<file path="config.mk">
export PLATFORM = sky130hd
export DESIGN_NAME = pipeline_hazard_ctrl_flat
export DESIGN_NICKNAME = d
export VERILOG_FILES = /design/src/rtl/pipeline_hazard_ctrl_if.sv /design/src/rtl/pipeline_hazard_ctrl.sv /design/src/flat_wrapper.sv
export SDC_FILE = /design/constraint.sdc
export NUM_CORES = 1
export LEC_CHECK = 0
export ABC_AREA = 1
export CORE_MARGIN = 1.5
export CORE_UTILIZATION = 33
export CTS_BUF_LIST = sky130_fd_sc_hd__clkbuf_8
export DETAILED_ROUTE_END_ITERATION = 8
export PLACE_DENSITY = 0.78
export SLEW_MARGIN = 20
export SYNTH_ARGS = -nofsm -noshare
export SYNTH_HDL_FRONTEND = slang
export SYNTH_SLANG_ARGS = --single-unit
</file>
<file path="constraint.sdc">
create_clock -name clk -period 2.1 [get_ports clk]
set_clock_uncertainty 0.05 [all_clocks]
set_input_delay 0.63 -clock clk [delete_from_list [all_inputs] [get_ports clk]]
set_output_delay 0.63 -clock clk [all_outputs]
set_load 0.02 [all_outputs]
</file>
<file path="src/rtl/pipeline_hazard_ctrl_if.sv">
// Hazard-unit interface: the pipeline-stage fields the hazard controller
// observes, plus the forwarding selects, stall/flush enables and status it
// returns. The pipeline side uses "master"; the controller uses "slave".
interface pipeline_hazard_ctrl_if #(
    parameter int REG_AW = 5,
    parameter int CNT_W  = 32
);
    // Decode / Execute / Memory / Writeback observation
    logic [REG_AW-1:0] rs1_d;
    logic [REG_AW-1:0] rs2_d;
    logic [REG_AW-1:0] rs1_e;
    logic [REG_AW-1:0] rs2_e;
    logic [REG_AW-1:0] rd_e;
    logic              load_e;
    logic              mc_start_e;
    logic              pcsrc_e;
    logic [REG_AW-1:0] rd_m;
    logic              regwrite_m;
    logic [REG_AW-1:0] rd_w;
    logic              regwrite_w;

    // Controls and status back to the pipeline
    logic [1:0]        fwd_a_e;
    logic [1:0]        fwd_b_e;
    logic              stall_f;
    logic              stall_d;
    logic              stall_e;
    logic              flush_d;
    logic              flush_e;
    logic              flush_m;
    logic              mc_busy;
    logic              mc_done;
    logic [CNT_W-1:0]  stall_cnt;
    logic [CNT_W-1:0]  flush_cnt;

    modport master (
        output rs1_d, rs2_d, rs1_e, rs2_e, rd_e, load_e, mc_start_e, pcsrc_e,
               rd_m, regwrite_m, rd_w, regwrite_w,
        input  fwd_a_e, fwd_b_e, stall_f, stall_d, stall_e, flush_d, flush_e,
               flush_m, mc_busy, mc_done, stall_cnt, flush_cnt
    );

    modport slave (
        input  rs1_d, rs2_d, rs1_e, rs2_e, rd_e, load_e, mc_start_e, pcsrc_e,
               rd_m, regwrite_m, rd_w, regwrite_w,
        output fwd_a_e, fwd_b_e, stall_f, stall_d, stall_e, flush_d, flush_e,
               flush_m, mc_busy, mc_done, stall_cnt, flush_cnt
    );
endinterface

</file>
<file path="src/rtl/pipeline_hazard_ctrl.sv">
// Hazard controller for the 5-stage RV32I pipeline: operand forwarding,
// load-use stalls, branch flushes, a multi-cycle execute sequencer that holds
// F/D/E for MC_LAT cycles, and saturating stall/flush performance counters.
// Optional feature macro: HAZARD_PERF_CNT_EN (counters built when defined,
// outputs tied to zero otherwise).
module pipeline_hazard_ctrl #(
    parameter int REG_AW = 5,
    parameter int MC_LAT = 8,   // legal 2..255
    parameter int CNT_W  = 32
) (
    input  logic                  clk,
    input  logic                  rst,
    pipeline_hazard_ctrl_if.slave hz
);

    localparam logic [REG_AW-1:0] REG_ZERO = '0;
    // BUSY lasts MC_LAT-1 cycles; the start cycle supplies the remaining stall.
    localparam logic [7:0]        CNT_INIT = 8'(MC_LAT - 2);

    typedef enum logic [1:0] {
        IDLE = 2'd0,
        BUSY = 2'd1,
        DONE = 2'd2
    } mc_state_e;

    mc_state_e  state_q, state_d;
    logic [7:0] cnt_q, cnt_d;
    logic       mc_busy_q, mc_done_q;

    logic       mc_go;
    logic       mc_hold;
    logic       lw_stall;
    logic       lw_stall_eff;
    logic       br_flush;
    logic       stall_fd;

    // Memory-stage result beats Writeback; x0 is never forwarded.
    function automatic logic [1:0] fwd_sel(
        input logic [REG_AW-1:0] rs,
        input logic [REG_AW-1:0] rd_m,
        input logic              we_m,
        input logic [REG_AW-1:0] rd_w,
        input logic              we_w
    );
        if (we_m && (rd_m != REG_ZERO) && (rd_m == rs))
            return 2'b10;
        else if (we_w && (rd_w != REG_ZERO) && (rd_w == rs))
            return 2'b01;
        else
            return 2'b00;
    endfunction

    // Operand forwarding selects for both Execute operands
    always_comb begin
        hz.fwd_a_e = fwd_sel(hz.rs1_e, hz.rd_m, hz.regwrite_m, hz.rd_w, hz.regwrite_w);
        hz.fwd_b_e = fwd_sel(hz.rs2_e, hz.rd_m, hz.regwrite_m, hz.rd_w, hz.regwrite_w);
    end

    // Stall/flush arbitration: a multi-cycle op in its start or BUSY cycles
    // owns the pipeline and masks load-use and branch requests. Start is
    // gated by rst so an in-flight reset releases every stall at once.
    always_comb begin
        mc_go        = (state_q == IDLE) && hz.mc_start_e && !rst;
        mc_hold      = mc_go || (state_q == BUSY);
        lw_stall     = hz.load_e && (hz.rd_e != REG_ZERO) &&
                       ((hz.rd_e == hz.rs1_d) || (hz.rd_e == hz.rs2_d));
        lw_stall_eff = lw_stall && !mc_hold;
        br_flush     = hz.pcsrc_e && !mc_hold;
        stall_fd     = lw_stall_eff || mc_hold;

        hz.stall_f   = stall_fd;
        hz.stall_d   = stall_fd;
        hz.stall_e   = mc_hold;
        hz.flush_d   = br_flush;
        hz.flush_e   = lw_stall_eff || br_flush;
        hz.flush_m   = mc_hold;
        hz.mc_busy   = mc_busy_q;
        hz.mc_done   = mc_done_q;
    end

    // Multi-cycle sequencer next state: IDLE -> BUSY (count down) -> DONE -> IDLE
    always_comb begin
        state_d = state_q;
        cnt_d   = cnt_q;
        case (state_q)
            IDLE: begin
                if (mc_go) begin
                    cnt_d   = CNT_INIT;
                    state_d = BUSY;
                end
            end
            BUSY: begin
                if (cnt_q == 8'd0)
                    state_d = DONE;
                else
                    cnt_d = cnt_q - 8'd1;
            end
            DONE:    state_d = IDLE;   // start requests are ignored here
            default: state_d = IDLE;
        endcase
    end

    // Sequencer state with registered busy/done status
    always_ff @(posedge clk or posedge rst) begin
        if (rst) begin
            state_q   <= IDLE;
            cnt_q     <= 8'd0;
            mc_busy_q <= 1'b0;
            mc_done_q <= 1'b0;
        end else begin
            state_q   <= state_d;
            cnt_q     <= cnt_d;
            mc_busy_q <= (state_d != IDLE);
            mc_done_q <= (state_d == DONE);
        end
    end

`ifdef HAZARD_PERF_CNT_EN
    logic [CNT_W-1:0] stall_cnt_q, stall_cnt_d;
    logic [CNT_W-1:0] flush_cnt_q, flush_cnt_d;

    // Saturating counters: stop at all-ones rather than wrap
    always_comb begin
        stall_cnt_d = stall_cnt_q;
        flush_cnt_d = flush_cnt_q;
        if (stall_fd && !(&stall_cnt_q))
            stall_cnt_d = stall_cnt_q + CNT_W'(1);
        if (hz.pcsrc_e && !(&flush_cnt_q))
            flush_cnt_d = flush_cnt_q + CNT_W'(1);
    end

    // Counter registers
    always_ff @(posedge clk or posedge rst) begin
        if (rst) begin
            stall_cnt_q <= '0;
            flush_cnt_q <= '0;
        end else begin
            stall_cnt_q <= stall_cnt_d;
            flush_cnt_q <= flush_cnt_d;
        end
    end

    assign hz.stall_cnt = stall_cnt_q;
    assign hz.flush_cnt = flush_cnt_q;
`else
    assign hz.stall_cnt = {CNT_W{1'b0}};
    assign hz.flush_cnt = {CNT_W{1'b0}};
`endif

endmodule

</file>
<file path="src/flat_wrapper.sv">
// flat-port wrapper written by rule: the top's interface ports become plain ports
module pipeline_hazard_ctrl_flat 
#(
    parameter int REG_AW = 5,
    parameter int MC_LAT = 8,                  
    parameter int CNT_W  = 32
)
  (clk, rst, hz_rs1_d, hz_rs2_d, hz_rs1_e, hz_rs2_e, hz_rd_e, hz_load_e, hz_mc_start_e, hz_pcsrc_e, hz_rd_m, hz_regwrite_m, hz_rd_w, hz_regwrite_w, hz_fwd_a_e, hz_fwd_b_e, hz_stall_f, hz_stall_d, hz_stall_e, hz_flush_d, hz_flush_e, hz_flush_m, hz_mc_busy, hz_mc_done, hz_stall_cnt, hz_flush_cnt);
  pipeline_hazard_ctrl_if #(.REG_AW(REG_AW), .CNT_W(CNT_W)) hz_i ();
  input  logic clk;
  input  logic rst;
  input wire logic [$bits(hz_i.rs1_d)-1:0] hz_rs1_d;
  input wire logic [$bits(hz_i.rs2_d)-1:0] hz_rs2_d;
  input wire logic [$bits(hz_i.rs1_e)-1:0] hz_rs1_e;
  input wire logic [$bits(hz_i.rs2_e)-1:0] hz_rs2_e;
  input wire logic [$bits(hz_i.rd_e)-1:0] hz_rd_e;
  input wire logic [$bits(hz_i.load_e)-1:0] hz_load_e;
  input wire logic [$bits(hz_i.mc_start_e)-1:0] hz_mc_start_e;
  input wire logic [$bits(hz_i.pcsrc_e)-1:0] hz_pcsrc_e;
  input wire logic [$bits(hz_i.rd_m)-1:0] hz_rd_m;
  input wire logic [$bits(hz_i.regwrite_m)-1:0] hz_regwrite_m;
  input wire logic [$bits(hz_i.rd_w)-1:0] hz_rd_w;
  input wire logic [$bits(hz_i.regwrite_w)-1:0] hz_regwrite_w;
  output wire logic [$bits(hz_i.fwd_a_e)-1:0] hz_fwd_a_e;
  output wire logic [$bits(hz_i.fwd_b_e)-1:0] hz_fwd_b_e;
  output wire logic [$bits(hz_i.stall_f)-1:0] hz_stall_f;
  output wire logic [$bits(hz_i.stall_d)-1:0] hz_stall_d;
  output wire logic [$bits(hz_i.stall_e)-1:0] hz_stall_e;
  output wire logic [$bits(hz_i.flush_d)-1:0] hz_flush_d;
  output wire logic [$bits(hz_i.flush_e)-1:0] hz_flush_e;
  output wire logic [$bits(hz_i.flush_m)-1:0] hz_flush_m;
  output wire logic [$bits(hz_i.mc_busy)-1:0] hz_mc_busy;
  output wire logic [$bits(hz_i.mc_done)-1:0] hz_mc_done;
  output wire logic [$bits(hz_i.stall_cnt)-1:0] hz_stall_cnt;
  output wire logic [$bits(hz_i.flush_cnt)-1:0] hz_flush_cnt;
  assign hz_i.rs1_d = hz_rs1_d;
  assign hz_i.rs2_d = hz_rs2_d;
  assign hz_i.rs1_e = hz_rs1_e;
  assign hz_i.rs2_e = hz_rs2_e;
  assign hz_i.rd_e = hz_rd_e;
  assign hz_i.load_e = hz_load_e;
  assign hz_i.mc_start_e = hz_mc_start_e;
  assign hz_i.pcsrc_e = hz_pcsrc_e;
  assign hz_i.rd_m = hz_rd_m;
  assign hz_i.regwrite_m = hz_regwrite_m;
  assign hz_i.rd_w = hz_rd_w;
  assign hz_i.regwrite_w = hz_regwrite_w;
  assign hz_fwd_a_e = hz_i.fwd_a_e;
  assign hz_fwd_b_e = hz_i.fwd_b_e;
  assign hz_stall_f = hz_i.stall_f;
  assign hz_stall_d = hz_i.stall_d;
  assign hz_stall_e = hz_i.stall_e;
  assign hz_flush_d = hz_i.flush_d;
  assign hz_flush_e = hz_i.flush_e;
  assign hz_flush_m = hz_i.flush_m;
  assign hz_mc_busy = hz_i.mc_busy;
  assign hz_mc_done = hz_i.mc_done;
  assign hz_stall_cnt = hz_i.stall_cnt;
  assign hz_flush_cnt = hz_i.flush_cnt;
  pipeline_hazard_ctrl #(.REG_AW(REG_AW), .MC_LAT(MC_LAT), .CNT_W(CNT_W)) u_core (.clk(clk), .rst(rst), .hz(hz_i));
endmodule
</file>
### Yosys cells after proc, flatten, opt, wreduce, memory -nomap -nowiden

Index checks and enable logic that the tools add are counted.

* multiplexer cells: 10
* $add $sub $neg: 1
* reduce and logical (&&, ||, !) cells: 26
* equal/unequal tests: 10

Operators with widths (count)
* 5-bit == test: 6
* 8-bit two-way mux: 2
* 8-bit case mux with 2 select lines: 1
* 5-bit nonzero test: 3
* 1-bit logical AND: 12
* 8-bit zero test: 1
* 2-bit two-way mux: 4
* 8-bit by 1-bit subtractor with 8-bit output, second input constant: 1
* 1-bit logical OR: 4
* 2-bit case mux with 2 select lines: 1
* 2-bit nonzero test: 2
* 3-bit AND reduction: 1
* 2-bit by 1-bit == test with 1-bit output, second input constant: 1
* 2-bit == test, second input constant: 1
* 1-bit zero test: 2
* 2-bit zero test: 1
* 1-bit two-way mux: 2
* 2-bit by 1-bit inequality test with 1-bit output, second input constant: 1
* 2-bit inequality test, second input constant: 1

* register bits: 12
* output and inout port bits: 76
* word-level logic and storage cells: 51
* input bits: 42

### Depth between registers and ports, before layout

* depth after elaboration: 7
* mapped depth: 9
* gate-level depth less buffers: 8

### Least setup slack after synthesis

OpenSTA, ideal clock, no wires.

* path type: input-to-output
* start: input port rst
* end: output port hz_stall_f
* setup slack: -318 ps
* path buffers: 1
* required time: 1420 ps
* stages: 6
* arrival: 1738 ps
* path through: inv_1 -> nand3_2 -> nand2_4 -> inv_1 -> nand2_1 -> buf_4

* word-level cells in the longest chain between the ends: 6

Ends and longest elaborated chain
* from (decl): line flat_wrapper.sv:11 `input logic rst;`
* 1-bit zero test (*): line pipeline_hazard_ctrl.sv:63 `mc_go = (state_q == IDLE) && hz.mc_start_e && !rst;`
* 1-bit logical AND (*): line pipeline_hazard_ctrl.sv:63
* 1-bit logical OR (*): line pipeline_hazard_ctrl.sv:64 `mc_hold = mc_go || (state_q == BUSY);`
* via hz_flush_m: line flat_wrapper.sv:31 `output wire logic [$bits(hz_i.flush_m)-1:0] hz_flush_m;`
* 1-bit zero test: line pipeline_hazard_ctrl.sv:67 `lw_stall_eff = lw_stall && !mc_hold;`
* 1-bit logical AND: line pipeline_hazard_ctrl.sv:67
* 1-bit logical OR (*): line pipeline_hazard_ctrl.sv:69 `stall_fd = lw_stall_eff || mc_hold;`
* to (decl): line flat_wrapper.sv:26 `output wire logic [$bits(hz_i.stall_f)-1:0] hz_stall_f;`

Mark *: on every way through the listed nets, which the timed path passes. The rest lies on a longest branch.

### Worst setup path after layout

* start: input port hz_rd_w[2]
* end: output port hz_fwd_a_e[0]

* word-level cells in the longest chain between the ends: 5
* elaborated cells on any way between the ends: 6
* those cells by class: 1 x eq/ne; 2 x mux; 3 x reduce/logical

Ends and longest elaborated chain
* from (decl): line flat_wrapper.sv:22 `input wire logic [$bits(hz_i.rd_w)-1:0] hz_rd_w;`
* 5-bit nonzero test: line pipeline_hazard_ctrl.sv:47 `else if (we_w && (rd_w != REG_ZERO) && (rd_w == rs))`
* 1-bit logical AND: line pipeline_hazard_ctrl.sv:47
* 1-bit logical AND (*): line pipeline_hazard_ctrl.sv:47
* 1-bit two-way mux (*): line pipeline_hazard_ctrl.sv:47
* 2-bit two-way mux (*): line pipeline_hazard_ctrl.sv:45 `if (we_m && (rd_m != REG_ZERO) && (rd_m == rs))`
* to (decl): line flat_wrapper.sv:24 `output wire logic [$bits(hz_i.fwd_a_e)-1:0] hz_fwd_a_e;`

Every way passes the cells marked *; elsewhere a longest branch is shown, timed or not.

==> flow_metrics.py <==
metrics = {
    "cts": {
        "clk_latency_ps": 240,
        "clock_path_buffers": 2,
        "cts_buffers": 3,
        "ctsHtreeMaxLevel": 1,
        "clkSinkCount": 12,
        "root_buffer": "clkbuf_8",
        "clk_pin_slew_ps": 50,
        "cts_tree": "done",
    },
    "worst_setup_path": {
        "cp_slowest_stage_delay_ps": 220,
        "arrival_ps": 1450,
        "end_kind": "output port",
        "cp_max_fo": 3,
        "critPathTopFamily": "simple AND/OR/NAND/NOR gates",
        "crit_slowest_cell": "nor3_2",
        "cp.required_ps": 1420,
        "critPathLaunchType": "primary input",
        "crit_chain": "buf_8 > xor2_2 > nor3_2 > nand3_2 > nor2_2 > buf_6",
        "worst-setup-path-type": "in -> out",
        "worst-path-buf-inv": 2,
    },
    "timing": {
        "whs_ps": 376,
        "rsz0062_at_grt": "yes",
        "timing.final.ws_setup_ps": -34.1,
        "max_freq_mhz": 469,
        "setup_viol": 4,
        "hold_viol": 0,
        "finalCritPeriodShare_pct": 102,
        "period_needed_ps": 2130,
        "finalMaxSlewViolations": 0,
    },
    "synth": {
        "synthDominantCellAreaShare_pct": 28.6,
        "netlist_instances": 253,
        "synth_edf_count": 0,
        "synth-seq-cells": 12,
        "synthDistinctLibCells": 22,
        "yosys.area.top_type": "buf_4",
        "ys_seq_area_share_pct": 17.3,
        "synth.avg_cell_area_um2": 6.84,
        "ys.warnings.count": 0,
        "synthTopCellsByArea": "buf_4 29%, dfrtp_1 17%, nand2_1 10%, xnor2_1 7.1%, inv_1 6.5%",
        "async_reset_ff_share_pct": 100,
        "synth-main-ff-cell": "dfrtp_1",
        "netlist_area_mm2": 0.00173,
    },
    "route": {
        "dr.pass1.iters": 4,
        "vias": 1505,
        "ant_nets": 0,
        "route.detailed.drc": 0,
        "vias_per_cell": 3.92,
        "drt_iter0_drc": 32,
        "drt-total-wl_mm": 3.63,
        "post_drt_wl_per_cell_um": 9.44,
    },
    "grt": {
        "antenna_found_initial": 0,
        "grt-ovfl-total": 0,
        "grt_max_degree": 13,
        "grt_usage_pct": 13.0,
        "grt_pass1_vias": 1385,
        "grt_pass1_wl_mm": 5.72,
    },
    "cells_and_area": {
        "multi_input_area_mm2": 0.00124,
        "final_area_mm2": 0.00237,
        "layout_common_cells": "64 x conb_1, 37 x nand2_1, 24 x buf_6, 21 x inv_1, 19 x nor2_1",
        "seq_area_um2": 300,
        "layout-drive-gt1-share_pct": 38.5,
        "nets": 360,
        "antenna_cells": 0,
        "final_common_cell": "conb_1",
        "fillCellCount": 516,
        "syn_to_final_growth_pct": 36.8,
    },
    "die": {
        "die_w_um": 75.4,
        "initial_utilization_pct": 34.1,
        "ioPinCount": 118,
        "core_mm2": 0.00507,
        "row_count": 26,
        "dieArea_mm2": 0.00569,
        "die_h_um": 75.4,
    },
    "pwr": {
        "power_density_mw_per_mm2": 325,
        "ir_drop_v": 0.000276,
        "power.leakage_nw": 1.26,
    },
    "run_status": {
        "violations": "setup timing",
        "status": "finished, violations left",
    },
    "place": {
        "placed_cell_area_mm2": 0.00218,
        "dp_hpwl_mm": 2.94,
        "gp_congestion": 0.797,
        "port_buffers": 53,
    },
    "worst_hold_path": {
        "worst_hold_path_type": "in -> async",
    },
    "flow_run": {
        "maxCapViolCount": 0,
    },
}
worst min-delay path, delay by kind of cell:
kind	cells	cell delay, ps
buffers and inverters	3	390
synthesized netlist by cell type (2+ instances only):
cell     instances
nor2_1          25
o21ai_2          6
inv_1           30
nand2_1         48
buf_4           66
nand2_4          4
xor2_1          10
nand3_1         14
xnor2_1         14
nor2_2           2
ha_1             2
nand3_2          2
o21ai_0          5
nand2_2          2
dfrtp_1         12
nand4_1          3
nor3_1           3
layout make-up:
cell class | instances | area share [%]
timing repair buffer | 61 | 24.0
sequential | 12 | 12.7
tap | 70 | 3.70
multi-input combinational | 206 | 52.2
clock buffer | 3 | 1.74
inverter | 32 | 5.65
flip-flops by register name (all words and copies together) (netlist names):
name / count
u_core.cnt_q: 8
u_core.hz.mc_busy: 1
u_core.hz.mc_done: 1
u_core.state_q: 2
path summary, 6_finish.rpt:
path,startpoint,end,slack (ps),depth (start not counted)
max,hz_rd_w[2],hz_fwd_a_e[0],-30,6
min,rst,u_core.cnt_q[4],380,3
max reg2reg,u_core.state_q[1],u_core.cnt_q[5],760,7
min reg2reg,u_core.cnt_q[0],u_core.cnt_q[0],430,2
max in group asynchronous,rst,u_core.cnt_q[7],1470,3
min in group clk,u_core.cnt_q[0],u_core.cnt_q[0],430,2
layer usage:
layer / GRT usage [%] / part of all wire, % / wire [µm]
met1: 13.7 / 36 / 1320
met2: 24.5 / 56 / 2010
met3: 3.17 / 6.6 / 241
met4: 5.36 / 1.5 / 55
met5: 0 / 0 / 0
per-stage QoR:
stage | worst slack (ps) | total power [mW] | setup TNS, ps | instances | util, %
6_report | -34.1 | 0.769 | -89.4 | 384 | 46.7
5_1_grt | -104 | 0.816 | -424 | 384 | 46.7
4_1_cts | -41.7 | 0.748 | -98.5 | 383 | 44.5
3_5_place_dp | -934 | 0.523 | -8550 | 379 | 43.0
3_3_place_gp | -894 | 0.519 | -8360 | 379 | 43.0
2_1_floorplan | -37.0 | 0.502 | -46.7 | 316 | -
power breakdown:
group / internal (mW) / leakage (nW) / switching (mW) / total, mW
Combinational: 0.125 / 1.11 / 0.201 / 0.326
Clock: 0.126 / 0.0216 / 0.0850 / 0.211
Sequential: 0.232 / 0.132 / 0 / 0.232
cells by family after synthesis:
group / Yosys count / synth area share [%]
adders and majority gates: 2 / 1.44
AOI/OAI and AO/OA: 11 / 4.48
DFF: 12 / 17.3
buffers and inverters: 98 / 35.7
xor gates and xnor gates: 24 / 12.1
and+or+nand+nor: 105 / 28.7
other: 1 / 0.217
repair_timing:
action / 4_1_cts / 5_1_grt
buffers inserted: 1 / 1
endpoints found under the setup margin: 10 / 8
pin swaps: 49 / 36
resized for setup: 245 / 36
hold buffers: 0 / 0
Power figures use the tool's default switching activity.
